===== src/rtl/lfsr_frame_sched_if.sv =====
// Symbol handshake between the frame scheduler (master) and the downstream mapper (slave).
interface lfsr_frame_sched_if;
    logic [3:0] sym_out;
    logic       sym_valid;
    logic       sym_ready;
    logic       sym_first;
    logic       sym_last;

    modport master (output sym_out, sym_valid, sym_first, sym_last, input sym_ready);
    modport slave  (input sym_out, sym_valid, sym_first, sym_last, output sym_ready);
endinterface


===== src/rtl/lfsr_frame_sched.sv =====
// Frame sequencer for the LFSR test-data source: preamble, LFSR payload, idle gap.
//   state | meaning
//   IDLE  | waiting for start, outputs inactive
//   SEED  | one-cycle LFSR reseed strobe
//   PRE   | fixed preamble symbols A/B alternating
//   PAY   | LFSR payload, one advance per accepted symbol
//   GAP   | idle cycles between frames
module lfsr_frame_sched #(
    parameter int unsigned PRE_LEN           = 4,
    parameter logic [3:0]  PRE_SYM_A         = 4'b0000,
    parameter logic [3:0]  PRE_SYM_B         = 4'b1111,
    parameter int unsigned GAP_CYCLES        = 2,
    parameter bit          RESEED_EACH_FRAME = 1'b1
) (
    input  logic               clk,
    input  logic               reset,
    input  logic               start,
    input  logic               continuous,
    input  logic               stop,
    input  logic [11:0]        frame_len,
    input  logic [3:0]         lfsr_sym_in,
    output logic               lfsr_clk_en,
    output logic               lfsr_reset,
    lfsr_frame_sched_if.master sym_if,
    output logic               busy,
    output logic               frame_done,
    output logic [15:0]        frame_count
);
    typedef enum logic [2:0] {S_IDLE, S_SEED, S_PRE, S_PAY, S_GAP} state_t;

    localparam logic [7:0]  PRE_LAST = 8'(PRE_LEN - 1);
    localparam logic [15:0] GAP_LOAD = (GAP_CYCLES == 0) ? 16'd0 : 16'(GAP_CYCLES - 1);

    state_t      state_q, state_d;
    logic [7:0]  pre_idx_q, pre_idx_d;
    logic [11:0] pay_idx_q, pay_idx_d;
    logic [15:0] gap_cnt_q, gap_cnt_d;
    logic [11:0] len_q, len_d;
    logic        cont_q, cont_d;
    logic        stop_pend_q, stop_pend_d;
    logic        sym_valid_q, sym_valid_d;
    logic        sym_first_q, sym_first_d;
    logic        sym_last_q, sym_last_d;
    logic [3:0]  pre_sym_q, pre_sym_d;
    logic        busy_q, busy_d;
    logic        frame_done_q, frame_done_d;
    logic [15:0] frame_count_q, frame_count_d;
    logic        lfsr_reset_q, lfsr_reset_d;
    logic        xfer;

    assign xfer = sym_valid_q & sym_if.sym_ready;

    always_comb begin
        state_d      = state_q;
        pre_idx_d    = pre_idx_q;
        pay_idx_d    = pay_idx_q;
        gap_cnt_d    = gap_cnt_q;
        len_d        = len_q;
        cont_d       = cont_q;
        stop_pend_d  = stop_pend_q;
        frame_done_d = 1'b0;

        case (state_q)
            S_IDLE: begin
                if (start) begin
                    len_d   = frame_len;
                    cont_d  = continuous;
                    state_d = S_SEED;
                end
            end
            S_SEED: begin
                pre_idx_d = 8'd0;
                state_d   = S_PRE;
            end
            S_PRE: begin
                if (xfer) begin
                    if (pre_idx_q == PRE_LAST) begin
                        if (len_q == 12'd0) begin
                            state_d      = S_GAP;
                            gap_cnt_d    = GAP_LOAD;
                            frame_done_d = 1'b1;
                        end else begin
                            state_d   = S_PAY;
                            pay_idx_d = 12'd0;
                        end
                    end else begin
                        pre_idx_d = pre_idx_q + 8'd1;
                    end
                end
            end
            S_PAY: begin
                if (xfer) begin
                    if (pay_idx_q == len_q - 12'd1) begin
                        state_d      = S_GAP;
                        gap_cnt_d    = GAP_LOAD;
                        frame_done_d = 1'b1;
                    end else begin
                        pay_idx_d = pay_idx_q + 12'd1;
                    end
                end
            end
            S_GAP: begin
                if (gap_cnt_q == 16'd0) begin
                    // a stop arriving in the very last gap cycle still ends the run
                    if (!cont_q || stop_pend_q || stop) begin
                        state_d = S_IDLE;
                    end else if (RESEED_EACH_FRAME) begin
                        state_d = S_SEED;
                    end else begin
                        state_d   = S_PRE;
                        pre_idx_d = 8'd0;
                    end
                end else begin
                    gap_cnt_d = gap_cnt_q - 16'd1;
                end
            end
            default: state_d = S_IDLE;
        endcase

        if (stop && state_q != S_IDLE) stop_pend_d = 1'b1;
        if (state_d == S_IDLE)         stop_pend_d = 1'b0;

        sym_valid_d   = (state_d == S_PRE) || (state_d == S_PAY);
        sym_first_d   = (state_d == S_PRE) && (pre_idx_d == 8'd0);
        sym_last_d    = ((state_d == S_PRE) && (pre_idx_d == PRE_LAST) && (len_q == 12'd0)) ||
                        ((state_d == S_PAY) && (pay_idx_d == len_q - 12'd1));
        pre_sym_d     = pre_idx_d[0] ? PRE_SYM_B : PRE_SYM_A;
        busy_d        = (state_d != S_IDLE);
        lfsr_reset_d  = (state_d == S_SEED);
        frame_count_d = frame_count_q + {15'd0, frame_done_d};
    end

    always_ff @(posedge clk) begin
        if (reset) begin
            state_q       <= S_IDLE;
            pre_idx_q     <= 8'd0;
            pay_idx_q     <= 12'd0;
            gap_cnt_q     <= 16'd0;
            len_q         <= 12'd0;
            cont_q        <= 1'b0;
            stop_pend_q   <= 1'b0;
            sym_valid_q   <= 1'b0;
            sym_first_q   <= 1'b0;
            sym_last_q    <= 1'b0;
            pre_sym_q     <= 4'd0;
            busy_q        <= 1'b0;
            frame_done_q  <= 1'b0;
            frame_count_q <= 16'd0;
            lfsr_reset_q  <= 1'b0;
        end else begin
            state_q       <= state_d;
            pre_idx_q     <= pre_idx_d;
            pay_idx_q     <= pay_idx_d;
            gap_cnt_q     <= gap_cnt_d;
            len_q         <= len_d;
            cont_q        <= cont_d;
            stop_pend_q   <= stop_pend_d;
            sym_valid_q   <= sym_valid_d;
            sym_first_q   <= sym_first_d;
            sym_last_q    <= sym_last_d;
            pre_sym_q     <= pre_sym_d;
            busy_q        <= busy_d;
            frame_done_q  <= frame_done_d;
            frame_count_q <= frame_count_d;
            lfsr_reset_q  <= lfsr_reset_d;
        end
    end

    // payload symbols pass straight through; the LFSR only moves on acceptance, so they hold under stall
    assign sym_if.sym_out   = (state_q == S_PAY) ? lfsr_sym_in : pre_sym_q;
    assign sym_if.sym_valid = sym_valid_q;
    assign sym_if.sym_first = sym_first_q;
    assign sym_if.sym_last  = sym_last_q;
    assign lfsr_clk_en      = (state_q == S_PAY) & xfer;
    assign lfsr_reset       = lfsr_reset_q | reset;
    assign busy             = busy_q;
    assign frame_done       = frame_done_q;
    assign frame_count      = frame_count_q;
endmodule


===== src/flat_wrapper.sv =====
// flat-port wrapper written by rule: the top's interface ports become plain ports
module lfsr_frame_sched_flat 
#(
    parameter int unsigned PRE_LEN           = 4,
    parameter logic [3:0]  PRE_SYM_A         = 4'b0000,
    parameter logic [3:0]  PRE_SYM_B         = 4'b1111,
    parameter int unsigned GAP_CYCLES        = 2,
    parameter bit          RESEED_EACH_FRAME = 1'b1
)
  (clk, reset, start, continuous, stop, frame_len, lfsr_sym_in, lfsr_clk_en, lfsr_reset, busy, frame_done, frame_count, sym_if_sym_out, sym_if_sym_valid, sym_if_sym_first, sym_if_sym_last, sym_if_sym_ready);
  lfsr_frame_sched_if sym_if_i ();
  input  logic clk;
  input  logic reset;
  input  logic start;
  input  logic continuous;
  input  logic stop;
  input  logic [11:0] frame_len;
  input  logic [3:0] lfsr_sym_in;
  output logic lfsr_clk_en;
  output logic lfsr_reset;
  output logic busy;
  output logic frame_done;
  output logic [15:0] frame_count;
  output wire logic [$bits(sym_if_i.sym_out)-1:0] sym_if_sym_out;
  output wire logic [$bits(sym_if_i.sym_valid)-1:0] sym_if_sym_valid;
  output wire logic [$bits(sym_if_i.sym_first)-1:0] sym_if_sym_first;
  output wire logic [$bits(sym_if_i.sym_last)-1:0] sym_if_sym_last;
  input wire logic [$bits(sym_if_i.sym_ready)-1:0] sym_if_sym_ready;
  assign sym_if_sym_out = sym_if_i.sym_out;
  assign sym_if_sym_valid = sym_if_i.sym_valid;
  assign sym_if_sym_first = sym_if_i.sym_first;
  assign sym_if_sym_last = sym_if_i.sym_last;
  assign sym_if_i.sym_ready = sym_if_sym_ready;
  lfsr_frame_sched #(.PRE_LEN(PRE_LEN), .PRE_SYM_A(PRE_SYM_A), .PRE_SYM_B(PRE_SYM_B), .GAP_CYCLES(GAP_CYCLES), .RESEED_EACH_FRAME(RESEED_EACH_FRAME)) u_core (.clk(clk), .reset(reset), .start(start), .continuous(continuous), .stop(stop), .frame_len(frame_len), .lfsr_sym_in(lfsr_sym_in), .lfsr_clk_en(lfsr_clk_en), .lfsr_reset(lfsr_reset), .sym_if(sym_if_i), .busy(busy), .frame_done(frame_done), .frame_count(frame_count));
endmodule

===== config.mk =====
export PLATFORM = sky130hd
export DESIGN_NAME = lfsr_frame_sched_flat
export DESIGN_NICKNAME = d
export VERILOG_FILES = /design/src/rtl/lfsr_frame_sched_if.sv /design/src/rtl/lfsr_frame_sched.sv /design/src/flat_wrapper.sv
export SDC_FILE = /design/constraint.sdc
export NUM_CORES = 1
export LEC_CHECK = 0
export BUFFER_PORTS_ARGS = -buffer_cell sky130_fd_sc_hd__clkbuf_2
export CORE_UTILIZATION = 45
export DETAILED_ROUTE_END_ITERATION = 12
export PLACE_DENSITY = 0.76
export SETUP_SLACK_MARGIN = 0.15
export SYNTH_ARGS = -nofsm -noshare
export SYNTH_HDL_FRONTEND = slang
export SYNTH_SLANG_ARGS = --single-unit

===== constraint.sdc =====
create_clock -name clk -period 6.9 [get_ports clk]
set_input_delay 1.035 -clock clk [delete_from_list [all_inputs] [get_ports clk]]
set_output_delay 1.035 -clock clk [all_outputs]
set_load 0.02 [all_outputs]

==> summary.txt <==
STA
  – Final setup skew: 0.0118 ns
  – Final worst setup slack: 2.45 ns
  – Max-slew violation count: 0
  – Worst slew pin tran: 1.03 ns
  – Hold_ws: 0.471 ns
  – Setup TNS: 0 ns
  – Slew headroom: 31.2%
  – Fin. Hold Viols: 0
  – # setup viols final: 0
  – Achievable frequency: 225 MHz
  – RSZ-0062 raised after global routing: no
  – Min Clock Period, post-route: 4.45 ns
  – Fin crit share: 64.4%

Finish
  – Nets: 613
  – Share of layout cells above drive strength 1: 13.2%
  – FILL cells: 896
  – Area Overhead vs Synth: 10.5%
  – Ant diodes: 0
  – Filler-free cell count of the finished design: 718
  – Commonest non-fill, non-tap cell in the layout: dfxtp_1
  – Most frequent cells in the layout: dfxtp_1, nand2_1, nor2_1, clkbuf_2, nand3_1

Logic synthesis
  – Top cells by area, synth: dfxtp_1, nand2_1, xnor2_1
  – Post-synth top area share: 34.4%
  – Post-Synthesis Cells: 558
  – Ys async rst share: 0%
  – Mapped Avg Cell Area: 7.83 um2
  – Primary FF master, synth: dfxtp_1
  – Sequential area share after synthesis: 34.4%
  – Post-synthesis net count: 586
  – Synth area leader: dfxtp_1
  – Cell Area, Synth: 4370 um2
  – Number of flops mapped to enable cells by yosys: 0
  – Yosys Warn Count: 0
  – Synth Register Bits: 75
  – Cell variety after synth: 67

Global routing
  – Global-route wire length before repair: 17300 um
  – Largest net degree at the start of global routing: 53
  – Antenna violations before repair: 0
  – GRT Total Usage: 21.4%
  – Grt total ovfl: 0
  – Vias in the first global route: 3719

Worst setup path
  – Delay-heaviest family, CP: simple AND/OR/NAND/NOR gates
  – Crit path kind: flip-flop to flip-flop
  – Req. time, crit path: 7.17 ns
  – WP buf/inv: 1
  – Crit. End Element: flip-flop
  – Critical path depth: 13
  – Crit Path Max Fanout: 19
  – Reg-to-Reg Start: u_core.len_q[0]$_SDFFE_PP0P_
  – Worst r2r path cells: 13
  – Largest stage delay, worst path: 0.82 ns
  – R2r setup slk: 2.45 ns
  – CP max stage cell: nor4_4
  – Worst path cell trace: inv_1 -> ha_1 -> or3b_2 -> or3_1 -> xor2_1 -> o2111ai_2 -> nor4_4 -> nor2_1 -> a22o_1 -> xnor2_1 -> nand4b_1 -> or4_1 -> o22ai_1
  – Crit path launch type: flip-flop
  – Critical path arrival: 4.72 ns
  – Reg2reg end: u_core.sym_if.sym_last$_SDFF_PP0_

CTS
  – CTS tree: done
  – Root Buffer: clkbuf_8
  – Insertion delay to the later sink of the worst-skew pair: 0.34 ns
  – H-tree depth: 3
  – Clock slew at reported path FFs: 0.09 ns
  – Cts hold-fix bufs: 0
  – Num CTS Buffers: 9
  – Deepest clock path buffer count: 2
  – Post-CTS Repair Setup Buffers: 0
  – # clock sinks: 75
  – Post-CTS Resized: 0

Min path
  – Hold path startpoint: u_core.cont_q$_SDFFE_PP0P_
  – Number of cells on the worst hold path: 2
  – Worst hold path class: flip-flop to flip-flop
  – Hold Path Sink: u_core.cont_q$_SDFFE_PP0P_

Route
  – Number of vias per cell: 5.63
  – DR pass1 iterations: 4
  – DRT iter0 DRCs: 289
  – Routed wire per std cell: 14.7 um
  – Post-route ant nets: 0
  – Vias: 4045
  – Remaining routing DRC violations: 0
  – Final wirelength: 10600 um

Floorplan
  – Core Area: 9330 um2
  – # IOs: 49
  – Die ar.: 10100 um2
  – DIE WIDTH: 101 um
  – Starting Density: 46.8%
  – Die height: 101 um
  – Row cnt: 35

Run
  – MaxCap Viol Count: 0

Placement
  – Post-place setup slack: 2.44 ns
  – DP Wirelength: 7750 um
  – # placed instances: 703
  – Gpl congestion: 0.899
  – Port bufs: 48

Power
  – Maximum VDD drop: 0.120 mV
  – P per Cell Area: 195 nW/um2
  – Leak: 1.83 nW

Outcome
  – Status: complete, no violations
## through the flow
| step | cell area (um2) | power [mW] | util [%] |
|---|---|---|---|
| 5_1_grt | 4820 | 0.975 | 51.7 |
| 3_5_place_dp | 4630 | 0.612 | 49.7 |
| 4_1_cts | 4820 | 0.944 | 51.7 |
| 6_report | 4820 | 0.939 | 51.7 |
| 2_1_floorplan | 4370 | 0.576 | - |
| 3_3_place_gp | 4630 | 0.610 | 49.7 |
## metal layers
metal  vias up  GRT usage (%)  routed length, um
met3        22           3.26                571
li1       1993              -                  -
met2       150           34.9               4870
met1      1880           28.2               4900
met5         -              0                  0
met4         0           8.70                204
## where the power goes
part	internal, mW	switching (mW)	total [mW]
clock	0.167	0.169	0.336
sequential	0.441	0.0151	0.456
combinational	0.0582	0.0885	0.147
## flip-flops by register name, indices dropped and copies added (netlist names)
register	cells
u_core.frame_done	1
u_core.cont_q	1
u_core.state_q	3
u_core.pay_idx_q	12
u_core.pre_sym_q	1
u_core.gap_cnt_q	16
u_core.len_q	12
u_core.sym_if.sym_first	1
u_core.lfsr_reset_q	1
u_core.stop_pend_q	1
u_core.frame_count	16
u_core.busy	1
u_core.sym_if.sym_last	1
u_core.pre_idx_q	7
u_core.sym_if.sym_valid	1
## Yosys cell counts, drive strengths merged (4+ instances only)
library cell	n
o211ai	6
a31oi	7
o21ai	11
and3	7
or3	7
clkbuf	27
mux2i	5
a21oi	28
or4	4
buf	6
ha	6
nand4	7
nand2b	9
dfxtp	75
or2	7
nor2	67
nor3	26
inv	14
nand3b	5
nor4	6
nor2b	12
xnor2	30
nand2	71
nand3	32
xor2	28
## final cells by class
cell class | count | area, um2 | share of cell area (%)
Clock buffer | 10 | 128 | 2.65
Clock inverter | 5 | 62.6 | 1.30
Inverter | 14 | 52.6 | 1.09
Multi-Input combinational cell | 436 | 2670 | 55.4
Sequential cell | 75 | 1500 | 31.1
Tap cell | 129 | 161 | 3.35
Timing Repair Buffer | 49 | 248 | 5.13
## how the worst max path moves through the flow
stage                                            start                           endpoint  slack, ns
after floorplan           u_core.len_q[0]$_SDFFE_PP0P_  u_core.frame_count[10]$_SDFF_PP0_       3.14
after global placement    u_core.len_q[0]$_SDFFE_PP0P_  u_core.sym_if.sym_last$_SDFF_PP0_       2.62
after detailed placement  u_core.len_q[0]$_SDFFE_PP0P_  u_core.sym_if.sym_last$_SDFF_PP0_       2.44
after CTS                 u_core.len_q[0]$_SDFFE_PP0P_  u_core.sym_if.sym_last$_SDFF_PP0_       2.44
after global routing      u_core.len_q[0]$_SDFFE_PP0P_  u_core.sym_if.sym_last$_SDFF_PP0_       2.08
final                     u_core.len_q[0]$_SDFFE_PP0P_  u_core.sym_if.sym_last$_SDFF_PP0_       2.45
## tightest hold or removal path, stage by stage (launching register included)
cell and delay, ns:
dfxtp_1 0.31, nand2_1 0.06, a21oi_1 0.06
## logic make-up (layout without fill, tap and decap cells)
kind of cell / after synthesis / in the layout / synth area share, %
DFF: 75 / 75 / 34.4
buffers and inverters: 47 / 78 / 4.47
muxes: 6 / 6 / 1.40
and+or+nand+nor: 275 / 275 / 31.6
AOI/OAI and AO/OA: 90 / 90 / 14.3
adders and majority gates: 6 / 6 / 1.72
xor gates and xnor gates: 59 / 59 / 12.1
Note: power is estimated with default switching activity, not from simulation.
